===== config.mk =====
export PLATFORM = sky130hd
export DESIGN_NAME = display_scan_scheduler
export DESIGN_NICKNAME = d
export VERILOG_FILES = /design/src/rtl/display_pkg.sv /design/src/rtl/scan_timer.sv /design/src/rtl/display_scan_scheduler.sv
export SDC_FILE = /design/constraint.sdc
export NUM_CORES = 1
export LEC_CHECK = 0
export CAP_MARGIN = 15
export CORE_MARGIN = 4
export CORE_UTILIZATION = 55
export CTS_CLUSTER_DIAMETER = 100
export CTS_CLUSTER_SIZE = 8
export DETAILED_ROUTE_END_ITERATION = 6
export GPL_ROUTABILITY_DRIVEN = 0
export PLACE_DENSITY = 0.78
export SLEW_MARGIN = 20
export SYNTH_ARGS = -nofsm -noshare
export SYNTH_HDL_FRONTEND = slang
export SYNTH_SLANG_ARGS = --single-unit
export TNS_END_PERCENT = 1

===== constraint.sdc =====
create_clock -name clk -period 7.1 [get_ports clk]
set_input_delay 1.065 -clock clk [delete_from_list [all_inputs] [get_ports clk]]
set_output_delay 1.065 -clock clk [all_outputs]
set_load 0.01 [all_outputs]

===== src/rtl/display_pkg.sv =====
// Shared encodings for the display scan scheduler: source states, glyph codes
// and the fixed message glyph table.
package display_pkg;

  typedef enum logic [1:0] {
    ST_IDLE   = 2'd0,
    ST_CREDIT = 2'd1,
    ST_CODE   = 2'd2,
    ST_MSG    = 2'd3
  } state_e;

  localparam logic [3:0] GLYPH_BLANK = 4'hF;
  localparam logic [3:0] GLYPH_ERR   = 4'hE;
  localparam logic [3:0] GLYPH_C     = 4'hC;

  // Row per message code; nibble n of a row is the glyph for digit n.
  localparam logic [3:0][15:0] MSG_TABLE = {
    16'h1DAB,
    16'hBAD0,
    16'hDCBA,
    16'hABCD
  };

  function automatic logic [3:0] bcd_glyph(input logic [3:0] nib);
    return (nib > 4'd9) ? GLYPH_ERR : nib;
  endfunction

endpackage


===== src/rtl/scan_timer.sv =====
// Digit multiplex timer: prescaler, digit index and end-of-frame strobe.
// wrap_o/frame_end_o are combinational and valid in the last cycle of a digit.
module scan_timer #(
  parameter int PRESCALE = 1000
) (
  input  logic       clk_i,
  input  logic       reset_i,
  output logic [1:0] digit_idx_o,
  output logic       wrap_o,
  output logic       frame_end_o
);

  localparam int PW = $clog2(PRESCALE);

  logic [PW-1:0] presc_q;
  logic [1:0]    idx_q;

  assign wrap_o      = (presc_q == PW'(PRESCALE - 1));
  assign frame_end_o = wrap_o && (idx_q == 2'd3);
  assign digit_idx_o = idx_q;

  always_ff @(posedge clk_i) begin
    if (reset_i) begin
      presc_q <= '0;
      idx_q   <= '0;
    end else if (wrap_o) begin
      presc_q <= '0;
      idx_q   <= idx_q + 2'd1;
    end else begin
      presc_q <= presc_q + 1'b1;
    end
  end

endmodule


===== src/rtl/display_scan_scheduler.sv =====
// Four-digit multiplexed display scheduler choosing between idle, credit, code
// and timed status messages; sources only switch on frame boundaries.
module display_scan_scheduler
  import display_pkg::*;
#(
  parameter int PRESCALE = 1000,
  parameter int MSG_HOLD = 256
) (
  input  logic       clk,
  input  logic       reset,
  input  logic       code_valid,
  input  logic [7:0] code_in,
  input  logic [7:0] credit_in,
  input  logic       msg_req,
  input  logic [1:0] msg_code,
  output logic [3:0] digit_select,
  output logic [3:0] out,
  output logic [1:0] src
);

  localparam int HW = $clog2(MSG_HOLD + 1);

  logic [1:0] digit_idx, idx_next;
  logic       wrap, frame_end;

  state_e        state_q, state_d, fallback;
  logic [HW-1:0] hold_q, hold_d;
  logic          pend_q, pend_d;
  logic [1:0]    pend_code_q, pend_code_d;
  logic [1:0]    msg_sel_q, msg_sel_d;
  logic [7:0]    code_snap_q, code_snap_d;
  logic [7:0]    credit_snap_q, credit_snap_d;
  logic [3:0]    dsel_q, dsel_d;
  logic [3:0]    glyph_q, glyph_d, glyph_sel;

  scan_timer #(.PRESCALE(PRESCALE)) u_scan_timer (
    .clk_i       (clk),
    .reset_i     (reset),
    .digit_idx_o (digit_idx),
    .wrap_o      (wrap),
    .frame_end_o (frame_end)
  );

  assign idx_next = digit_idx + 2'd1;

  always_comb begin
    fallback      = code_valid ? ST_CODE : ((credit_in != 8'd0) ? ST_CREDIT : ST_IDLE);
    state_d       = state_q;
    hold_d        = hold_q;
    msg_sel_d     = msg_sel_q;
    code_snap_d   = code_snap_q;
    credit_snap_d = credit_snap_q;
    pend_d        = pend_q | msg_req;
    pend_code_d   = msg_req ? msg_code : pend_code_q;
    if (frame_end) begin
      code_snap_d   = code_in;
      credit_snap_d = credit_in;
      pend_d        = 1'b0;
      // A request landing on the boundary cycle itself is honoured immediately.
      if (pend_q || msg_req) begin
        state_d   = ST_MSG;
        hold_d    = HW'(MSG_HOLD);
        msg_sel_d = msg_req ? msg_code : pend_code_q;
      end else if (state_q == ST_MSG && hold_q > HW'(1)) begin
        hold_d = hold_q - 1'b1;
      end else begin
        state_d = fallback;
        hold_d  = '0;
      end
    end
  end

  // Glyph for the digit about to be lit, using the source of the coming frame.
  always_comb begin
    glyph_sel = GLYPH_BLANK;
    case (state_d)
      ST_CREDIT: begin
        if (idx_next == 2'd0)      glyph_sel = bcd_glyph(credit_snap_d[3:0]);
        else if (idx_next == 2'd1) glyph_sel = bcd_glyph(credit_snap_d[7:4]);
      end
      ST_CODE: begin
        if (idx_next == 2'd0)      glyph_sel = bcd_glyph(code_snap_d[3:0]);
        else if (idx_next == 2'd1) glyph_sel = bcd_glyph(code_snap_d[7:4]);
        else if (idx_next == 2'd3) glyph_sel = GLYPH_C;
      end
      ST_MSG:  glyph_sel = MSG_TABLE[msg_sel_d][{idx_next, 2'b00} +: 4];
      default: glyph_sel = GLYPH_BLANK;
    endcase
    dsel_d  = wrap ? (4'b0001 << idx_next) : dsel_q;
    glyph_d = wrap ? glyph_sel : glyph_q;
  end

  always_ff @(posedge clk) begin
    if (reset) begin
      state_q       <= ST_IDLE;
      hold_q        <= '0;
      pend_q        <= 1'b0;
      pend_code_q   <= '0;
      msg_sel_q     <= '0;
      code_snap_q   <= '0;
      credit_snap_q <= '0;
      dsel_q        <= 4'b0001;
      glyph_q       <= GLYPH_BLANK;
    end else begin
      state_q       <= state_d;
      hold_q        <= hold_d;
      pend_q        <= pend_d;
      pend_code_q   <= pend_code_d;
      msg_sel_q     <= msg_sel_d;
      code_snap_q   <= code_snap_d;
      credit_snap_q <= credit_snap_d;
      dsel_q        <= dsel_d;
      glyph_q       <= glyph_d;
    end
  end

  assign digit_select = dsel_q;
  assign out          = glyph_q;
  assign src          = state_q;

endmodule

# ---- After elaboration in Yosys (flattened, before gate mapping)
# Cells that the tools add are included.
dict set report totals {
  ff_bits 52
  in_bits 22
  output_inout_bits 10
  elab_cells 62
}
dict set report classes {
  add_sub_neg 3
  order_cmp 6
  n_eq_ne 8
  shifts 2
  muxes 24
  n_bitwise 1
  n_reduce_logical 7
}
# operator count
set ops {}
lappend ops {{binary-select mux 16 bit (select 2 bit)} 1}
lappend ops {{two-way mux 4 bit} 8}
lappend ops {{two-way mux 9 bit} 2}
lappend ops {{greater-than comparator 4 bit, second input constant} 4}
lappend ops {{two-way mux 16 bit} 1}
lappend ops {{two-way mux 2 bit} 8}
lappend ops {{two-way mux 8 bit} 2}
lappend ops {{indexed part select 16 x 5 -> 4 bit} 1}
lappend ops {{case mux 4 bit (3 select lines)} 1}
lappend ops {{adder 10 x 1 -> 10 bit, second input constant} 1}
lappend ops {{== test 10 bit, second input constant} 1}
lappend ops {{== test 2 bit, second input constant} 5}
lappend ops {{greater-than comparator 9 x 1 -> 1 bit, second input constant} 1}
lappend ops {{subtractor 9 x 1 -> 9 bit, second input constant} 1}
lappend ops {{nonzero test 8 bit} 1}
lappend ops {{== test 2 x 1 -> 1 bit, second input constant} 2}
lappend ops {{OR reduction 2 bit} 2}
lappend ops {{<< shifter 1 x 2 -> 4 bit, first input constant} 1}
lappend ops {{< comparator 2 x 3 -> 1 bit, second input constant} 1}
lappend ops {{adder 2 x 1 -> 2 bit, second input constant} 1}
lappend ops {{logical AND 1 bit} 2}
lappend ops {{zero test 2 bit} 1}
lappend ops {{logical OR 1 bit} 1}
lappend ops {{two-way mux 1 bit} 1}
lappend ops {{OR 1 bit} 1}

# ---- Depth between registers and ports, before layout
# Gate-level depths: netlist of run 1.
dict set report depth {
  word_depth 8
  depth_mapped 15
  mapped_depth_nobuf 13
}

# ---- Hierarchy
# A second synthesis of run 1 with hierarchy kept.
dict set report unflattened {
  cells_unflattened 340
  hier_area_um2 2890.3
}
# module n_inst cells_each area_each_um2 seq_area_each_um2
set by_module_without_submodules {}
lappend by_module_without_submodules {display_scan_scheduler 1 281 2318.5 800.8}
lappend by_module_without_submodules {scan_timer 1 59 571.8 240.2}

# ---- Least setup slack after synthesis of run 1
# Ideal clock, no wire load.
dict set report synth_timing {
  path_kind {reg-to-reg}
  from {register u_scan_timer.presc_q[0]}
  to {register glyph_q[2] (netlist: out[2])}
  setup_ns 0.122
  arrival_time_ns 2.801
  required_ns 6.978
  path_slack_ns 4.177
  path_stages_with_launch 14
  n_path_buf 2
  period_less_slack_ns 2.923
  path_cell_list {dfxtp_1 -> ha_1 -> and3_1 -> nand4_2 -> buf_2 -> buf_2 -> nor2_1 -> o21ai_0 -> inv_1 -> ha_1 -> a21o_1 -> o21ai_0 -> o211ai_1 -> a221o_1}
}
dict set report synth_between {
  elab_cells_between_ends 25
  classes_between {order compare: 4; eq/ne: 4; shift: 1; mux: 15; reduce/logical: 1}
}
# element line_no
set synth_rtl {}
lappend synth_rtl {{start: declaration} scan_timer.sv:15} ;# logic [PW-1:0] presc_q;
lappend synth_rtl {{start signal: assignment} scan_timer.sv:30} ;# presc_q <= presc_q + 1'b1;
lappend synth_rtl {{== test 10 bit} scan_timer.sv:18} ;# assign wrap_o = (presc_q == PW'(PRESCALE - 1));
lappend synth_rtl {{logical AND 1 bit} scan_timer.sv:19} ;# assign frame_end_o = wrap_o && (idx_q == 2'd3);
lappend synth_rtl {{two-way mux 2 bit} display_scan_scheduler.sv:55} ;# if (frame_end) begin
lappend synth_rtl {{via msg_sel_d[1]} display_scan_scheduler.sv:30} ;# logic [1:0] msg_sel_q, msg_sel_d;
lappend synth_rtl {{binary-select mux 16 bit (select 2 bit)} display_scan_scheduler.sv:86} ;# ST_MSG: glyph_sel = MSG_TABLE[msg_sel_d][{idx_next, 2'b00} +: 4];
lappend synth_rtl {{two-way mux 16 bit (not written as such)} display_scan_scheduler.sv:86}
lappend synth_rtl {{indexed part select 16 x 5 -> 4 bit} display_scan_scheduler.sv:86}
lappend synth_rtl {{case mux 4 bit (3 select lines)} display_scan_scheduler.sv:76} ;# case (state_d)
lappend synth_rtl {{end signal: assignment} display_scan_scheduler.sv:113} ;# glyph_q <= glyph_d;
lappend synth_rtl {{end: declaration} display_scan_scheduler.sv:34} ;# logic [3:0] glyph_q, glyph_d, glyph_sel;
# The timed path passes the listed nets, and every way through them passes these cells. The select of a mux whose other input is x is not followed.
# A chain may end at the register's enable or synchronous reset.

# ---- Worst setup path in the final report of run 1
dict set report layout_timing {
  from {input port msg_req}
  to {register glyph_q[2] (netlist: out[2])}
}
dict set report layout_between {
  elab_chain_len 7
  elab_cells_between_ends 13
  classes_between {eq/ne: 3; shift: 1; mux: 8; reduce/logical: 1}
}
# element line_no
set layout_rtl {}
lappend layout_rtl {{start: declaration} display_scan_scheduler.sv:14} ;# input logic msg_req,
lappend layout_rtl {{two-way mux 2 bit / logical OR 1 bit (equally long branches)} {display_scan_scheduler.sv:63, display_scan_scheduler.sv:60}}
lappend layout_rtl {{two-way mux 2 bit (*)} display_scan_scheduler.sv:60} ;# if (pend_q || msg_req) begin
lappend layout_rtl {{two-way mux 2 bit (*)} display_scan_scheduler.sv:55}
lappend layout_rtl {{via msg_sel_d[0]} display_scan_scheduler.sv:30}
lappend layout_rtl {{binary-select mux 16 bit (select 2 bit) (*)} display_scan_scheduler.sv:86}
lappend layout_rtl {{two-way mux 16 bit (not written as such) (*)} display_scan_scheduler.sv:86}
lappend layout_rtl {{indexed part select 16 x 5 -> 4 bit (*)} display_scan_scheduler.sv:86}
lappend layout_rtl {{case mux 4 bit (3 select lines) (*)} display_scan_scheduler.sv:76}
# The timed path passes the listed nets; every way through them passes the cells marked *. The select of a mux whose other input is x is not followed.

==> flow_summary_export.csv, run 1 <==
group,metric,value,unit
synth,syn_inst,345,
pwr,max-vdd-ir-drop,0.139,mV
grt,globalRouteTotalUtil,0.214,
worst_setup_path,r2r_cells,11,
synth,synth_top_flop_cell,"dfxtp_1",
cts,post_cts.repair.setup_buffers,0,
routing,vias,2489,
synth,synth_top_cell_by_area,"dfxtp_1",
synth,synth_nets,381,
sta,fin_ws,3.59,ns
outcome,status,"finished, final reports clean",
floorplanning,start_util,0.582,
grt,grt-ovfl-total,0,
grt,grt_max_degree,37,
floorplanning,dieHeight,79.6,microns
routing,dr.pass1.iters,4,
pwr,comb_power_share,0.059,
sta,finalClockSkew,0.00392,ns
min_path,hp-class,"flop to flop",
placed_design,dp_hpwl,4550,microns
placed_design,io_buffers,31,
job,timing.max_cap.violations,0,
grt,grt_pass1_wl,10900,microns
pwr,p_switching,0.110,mW
pwr,seqPwrFrac,0.583,
final_layout,final_nets,407,
floorplanning,placementRows,25,
worst_setup_path,endpoint,"out[2]$_SDFFE_PP1N_",
synth,synth_top_area_share,0.369,
final_layout,most-common-layout-cells,"dfxtp_1, nand2_1, nor2_1",
cts,clkTransAtPathRegs,0.09,ns
final_layout,fin_cells,438,
worst_setup_path,r2r_start,"u_scan_timer.digit_idx_o[0]$_SDFFE_PP0N_",
cts,insertion_delay,0.31,ns
sta,fin_tns_setup,0,ns
routing,drc,0,
final_layout,final_common_cell,"dfxtp_1",
routing,vias_per_cell,5.68,
sta,setup_viol,0,
synth,seq_area_frac_synth,0.369,
pwr,clkPwrFrac,0.357,
pwr,intPower,0.396,mW
pwr,power_density,155,mW/mm^2
floorplanning,die_x,79.6,microns
routing,antenna_left,0,
floorplanning,io_pins,32,
routing,routed_wl,6320,microns
worst_setup_path,endpoint_kind,"flop",
sta,max_slew_margin,0.589,
cts,root_buffer,"clkbuf_8",
worst_setup_path,cp-start-kind,"input pin",
worst_setup_path,rr_endpoint,"out[2]$_SDFFE_PP1N_",
cts,clock_sinks,52,
min_path,worstHoldStart,"u_scan_timer.presc_q[0]$_SDFF_PP0_",
synth,syn-cell-area,0.00282,sq mm
cts,post_cts_resized,0,
floorplanning,core,0.00485,sq mm
worst_setup_path,startpoint,"msg_req",
synth,syn_area_per_cell,8.18,sq um
sta,drv_slew,0,
final_layout,num-fill-cells,415,
final_layout,drive_gt1_frac,0.0755,
synth,synth_edf_count,0,
sta,min_period_over_period,0.494,
cts,clockBufferDepth,2,
worst_setup_path,path_class,"input pin to flop",
worst_setup_path,cp_data_arrival_time,3.71,ns
cts,htreeDepth,2,
synth,yosysWarnings,0,
synth,synthDistinctLibCells,57,
worst_setup_path,critical_path_required,7.30,ns
sta,rsz0062_at_grt,"no",
worst_setup_path,reg2reg_setup_slack,3.93,ns
cts,cts_tree,"yes",
synth,async_reset_ff_frac,0,
pwr,leakagePower,1.20,nW
cts,cts_hold_buf,0,
grt,antenna_found_initial,0,
placed_design,dp_slack,3.29,ns
sta,fmax,0.285,GHz
sta,finalHoldViolations,0,
routing,avgRoutedWirePerCell,14.4,microns
floorplanning,die_area,0.00634,sq mm
sta,fin_crit,3.51,ns
sta,worst_pin_slew,0.600,ns
worst_setup_path,path_max_fanout,7,
final_layout,diodes,0,
final_layout,area_growth,15.8,%
synth,synth_area_leaders,"dfxtp_1, a21oi_1, nand2_1",
pwr,netSwitchingFraction,0.218,
grt,grt_pass1_vias,2461,
placed_design,place_inst,431,
cts,cts_buffers,5,
routing,drt-initial-drc-count,121,
synth,ys_seq_elements,52,
## cell usage after synthesis (6+ instances only)
| cell type | number |
|---|---|
| dfxtp_1 | 52 |
| o21ai_0 | 14 |
| inv_1 | 9 |
| xnor2_1 | 11 |
| nand2_1 | 48 |
| ha_1 | 14 |
| nand3_1 | 14 |
| nor3_1 | 9 |
| a31oi_1 | 7 |
| clkbuf_1 | 11 |
| a21oi_1 | 36 |
| nor2_1 | 41 |
| mux2i_1 | 6 |
## cells by family after synthesis
kind of cell | Yosys count | synth area share
compound gates | 86 | 0.196
xor+xnor | 16 | 0.0496
fa+ha+maj | 14 | 0.0621
buf+inv | 25 | 0.0399
flops | 52 | 0.369
mux | 11 | 0.0412
simple gates | 141 | 0.242
## cell type report
cell class	count	area [sq um]	area share
flip-flops and latches	52	1040	0.318
well taps	67	83.8	0.0256
inverters	9	33.8	0.0103
repair buffers	35	340	0.104
multi-input cells	268	1670	0.512
clock buffers	7	96.3	0.0295
## through the flow
stage / power, mW / hold WS, ns / util / area [sq um]
after CTS: 0.513 / 0.451 / 0.674 / 3270
after global placement: 0.332 / 0.431 / 0.654 / 3170
final: 0.507 / 0.448 / 0.674 / 3270
after floorplan: 0.314 / 0.418 / - / 2820
after global routing: 0.528 / 0.470 / 0.674 / 3270
after detailed placement: 0.332 / 0.438 / 0.654 / 3170
## critical path: stages
cell and delay [ns]:
clkdlybuf4s50_1 0.58, o21ai_0 0.10, nor4_1 0.25, mux2i_1 0.58, inv_1 0.20, ha_1 0.25
inv_1 0.05, o21ai_0 0.07, a21oi_1 0.13, o211ai_1 0.11, a221o_1 0.32
## worst min path at each step
| stage | cells past startpoint | endpoint | slack [ns] |
|---|---|---|---|
| floorplan | 1 | u_scan_timer.presc_q[0]$_SDFF_PP0_ | 0.42 |
| detailed placement | 1 | u_scan_timer.presc_q[0]$_SDFF_PP0_ | 0.44 |
| global placement | 1 | u_scan_timer.presc_q[0]$_SDFF_PP0_ | 0.43 |
| global route | 2 | credit_snap_q[4]$_SDFF_PP0_ | 0.47 |
| CTS | 1 | u_scan_timer.presc_q[0]$_SDFF_PP0_ | 0.45 |
| finish | 1 | u_scan_timer.presc_q[0]$_SDFF_PP0_ | 0.45 |
## registers in the layout, indices dropped and copies added, names as in the netlist
name / cells
out: 4
credit_snap_q: 8
pend_code_q: 2
code_snap_q: 8
msg_sel_q: 2
hold_q: 9
u_scan_timer.presc_q: 10
src: 2
pend_q: 1
digit_select: 4
u_scan_timer.digit_idx_o: 2
## metal layers
layer	vias up	routed length (microns)	track usage
met5	-	0	0
met4	0	89	0.0722
met3	8	262	0.0530
met2	46	3130	0.376
met1	1154	2840	0.253
li1	1281	-	-
## power groups by stage
stage / registers (mW) / clock network, mW / logic [mW]
floorplan: 0.302 / 0 / 0.0114
global placement: 0.302 / 0 / 0.0297
detailed placement: 0.303 / 0 / 0.0299
CTS: 0.296 / 0.187 / 0.0301
global route: 0.296 / 0.199 / 0.0332
finish: 0.296 / 0.181 / 0.0301
Note: power is estimated with default switching activity, not from simulation.
==> inputs of run 2 (changes only) <==
- clock period: 7.1 -> 3.45 ns (I/O delays scaled with it)
==> flow_summary_export.csv, run 2 (synthesis gave the netlist of run 1 again) <==
group,metric,value,unit
outcome,status,"finished, final reports clean",
sta,finalClockSkew,0.00704,ns
cts,clock_sinks,52,
routing,drc,0,
sta,worst_pin_slew,0.608,ns
pwr,leakagePower,1.22,nW
grt,antenna_found_initial,0,
sta,drv_slew,0,
worst_setup_path,path_max_fanout,7,
routing,vias_per_cell,5.68,
floorplanning,core,0.00485,sq mm
floorplanning,die_area,0.00634,sq mm
cts,root_buffer,"clkbuf_8",
worst_setup_path,cp_cell_sequence,"ha_1 > o21ai_0 > nor4_1 > mux2i_1 > ha_1 > nand2_1 > nor2_1 > a31oi_1 > a2111oi_0 > o31ai_1",
sta,max_slew_margin,0.585,
worst_setup_path,critPathMaxStageDelay,0.61,ns
sta,min_period_over_period,0.889,
final_layout,largest_register_ffs,10,
sta,hold_slack,0.458,ns
routing,antenna_left,0,
cts,insertion_delay,0.32,ns
final_layout,num-fill-cells,415,
cts,cts_buffers,5,
worst_setup_path,cp-start-kind,"flop",
final_layout,drive_gt1_frac,0.0829,
sta,fin_tns_setup,0,ns
worst_setup_path,critPathBufInv,0,
sta,setup_viol,0,
placed_design,dpl-instance-area,0.00319,sq mm
grt,gr-usage-met2,0.376,
floorplanning,die_x,79.6,microns
sta,rsz0062_at_grt,"no",
sta,fmax,0.326,GHz
worst_setup_path,critPathTopFamily,"compound AO/OA/AOI/OAI gates",
worst_setup_path,cp_data_arrival_time,3.26,ns
final_layout,design_area,0.00330,sq mm
routing,drt-initial-drc-count,178,
routing,vias,2506,
cts,clockBufferDepth,2,
worst_setup_path,crit_slowest_cell,"a2111oi_0",
grt,grt_pass1_wl,11000,microns
routing,dr.pass1.iters,4,
grt,grt_use_met1,0.275,
worst_setup_path,critical_path_required,3.64,ns
cts,post_cts.repair.setup_buffers,0,
grt,grtUsageMet3,0.0361,
pwr,max-vdd-ir-drop,0.232,mV
pwr,power_density,332,mW/mm^2
floorplanning,placementRows,25,
final_layout,most-common-layout-cells,"dfxtp_1, nand2_1, nor2_1",
final_layout,final_nets,409,
cts,post_cts_resized,0,
final_layout,area_growth,16.9,%
grt,busiest_layer,"met2",
min_path,hp-class,"flop to flop",
job,timing.max_cap.violations,0,
routing,routed_wl,6450,microns
cts,clkTransAtPathRegs,0.10,ns
floorplanning,dieHeight,79.6,microns
floorplanning,io_pins,32,
cts,cts_hold_buf,0,
grt,grt_max_degree,35,
placed_design,io_buffers,31,
routing,avgRoutedWirePerCell,14.6,microns
grt,grt-ovfl-total,0,
placed_design,dp_slack,0.218,ns
grt,grt_pass1_vias,2354,
final_layout,top_regs,"u_scan_timer.presc_q (10), hold_q (9)",
worst_setup_path,endpoint_kind,"flop",
worst_setup_path,cpMostUsedCell,"ha_1",
sta,fin_crit,3.07,ns
floorplanning,start_util,0.582,
sta,finalHoldViolations,0,
cts,cts_tree,"yes",
final_layout,final_common_cell,"dfxtp_1",
final_layout,fin_util,0.681,
placed_design,dp_hpwl,4600,microns
sta,fin_ws,0.384,ns
cts,htreeDepth,2,
final_layout,diodes,0,
grt,globalRouteTotalUtil,0.219,
worst_setup_path,path_class,"flop to flop",
final_layout,largest-register,"u_scan_timer.presc_q",
[run 2: cell types whose count changed in the layout (fill, tap and decap cells not counted)]
cell	change
buf_4	+2
clkbuf_8	-2
clkinv_2	+1
clkinvlp_4	+1
bufinv_16	+1
[run 2: worst reg2reg max path, delay by kind of cell, from the launching register on]
kind	cells	cell delay [ns]
AO/OA/AOI/OAI	4	0.92
flip-flops	1	0.41
adder cells (fa/ha/maj)	2	0.63
AND/OR/NAND/NOR	3	0.39
multiplexers	1	0.58
[run 2: path summary, 6_finish.rpt]
| kind | from | cells past startpoint | slack, ns | to |
|---|---|---|---|---|
| setup / recovery | u_scan_timer.digit_idx_o[1]$_SDFFE_PP0N_ | 10 | 0.38 | out[3]$_SDFFE_PP1N_ |
| hold / removal | u_scan_timer.presc_q[0]$_SDFF_PP0_ | 1 | 0.46 | u_scan_timer.presc_q[0]$_SDFF_PP0_ |
| setup reg to reg | u_scan_timer.digit_idx_o[1]$_SDFFE_PP0N_ | 10 | 0.38 | out[3]$_SDFFE_PP1N_ |
| hold reg to reg | u_scan_timer.presc_q[0]$_SDFF_PP0_ | 1 | 0.46 | u_scan_timer.presc_q[0]$_SDFF_PP0_ |
[run 2: area by class of cell]
| class | count | area [sq um] | share of cell area |
|---|---|---|---|
| multi-input cells | 268 | 1670 | 0.507 |
| flip-flops and latches | 52 | 1040 | 0.316 |
| repair buffers | 37 | 355 | 0.108 |
| well taps | 67 | 83.8 | 0.0254 |
| clock buffers | 5 | 68.8 | 0.0209 |
| clock inverters | 3 | 42.5 | 0.0129 |
| inverters | 9 | 33.8 | 0.0102 |
[run 2: metrics by stage]
step | instances | total power [mW]
floorplan | 345 | 0.645
CTS | 441 | 1.10
finish | 441 | 1.10
global placement | 433 | 0.684
global route | 441 | 1.13
detailed placement | 433 | 0.684
[run 2: metal layers]
metal,vias up,share of wire
li1,1283,-
met1,1174,0.46
met2,39,0.49
met3,10,0.037
met4,0,0.017
met5,-,0
[run 2: where the power goes]
part / internal (mW) / switching (mW) / total [mW]
clock: 0.215 / 0.211 / 0.426
sequential: 0.605 / 0.00369 / 0.609
combinational: 0.0316 / 0.0305 / 0.0621
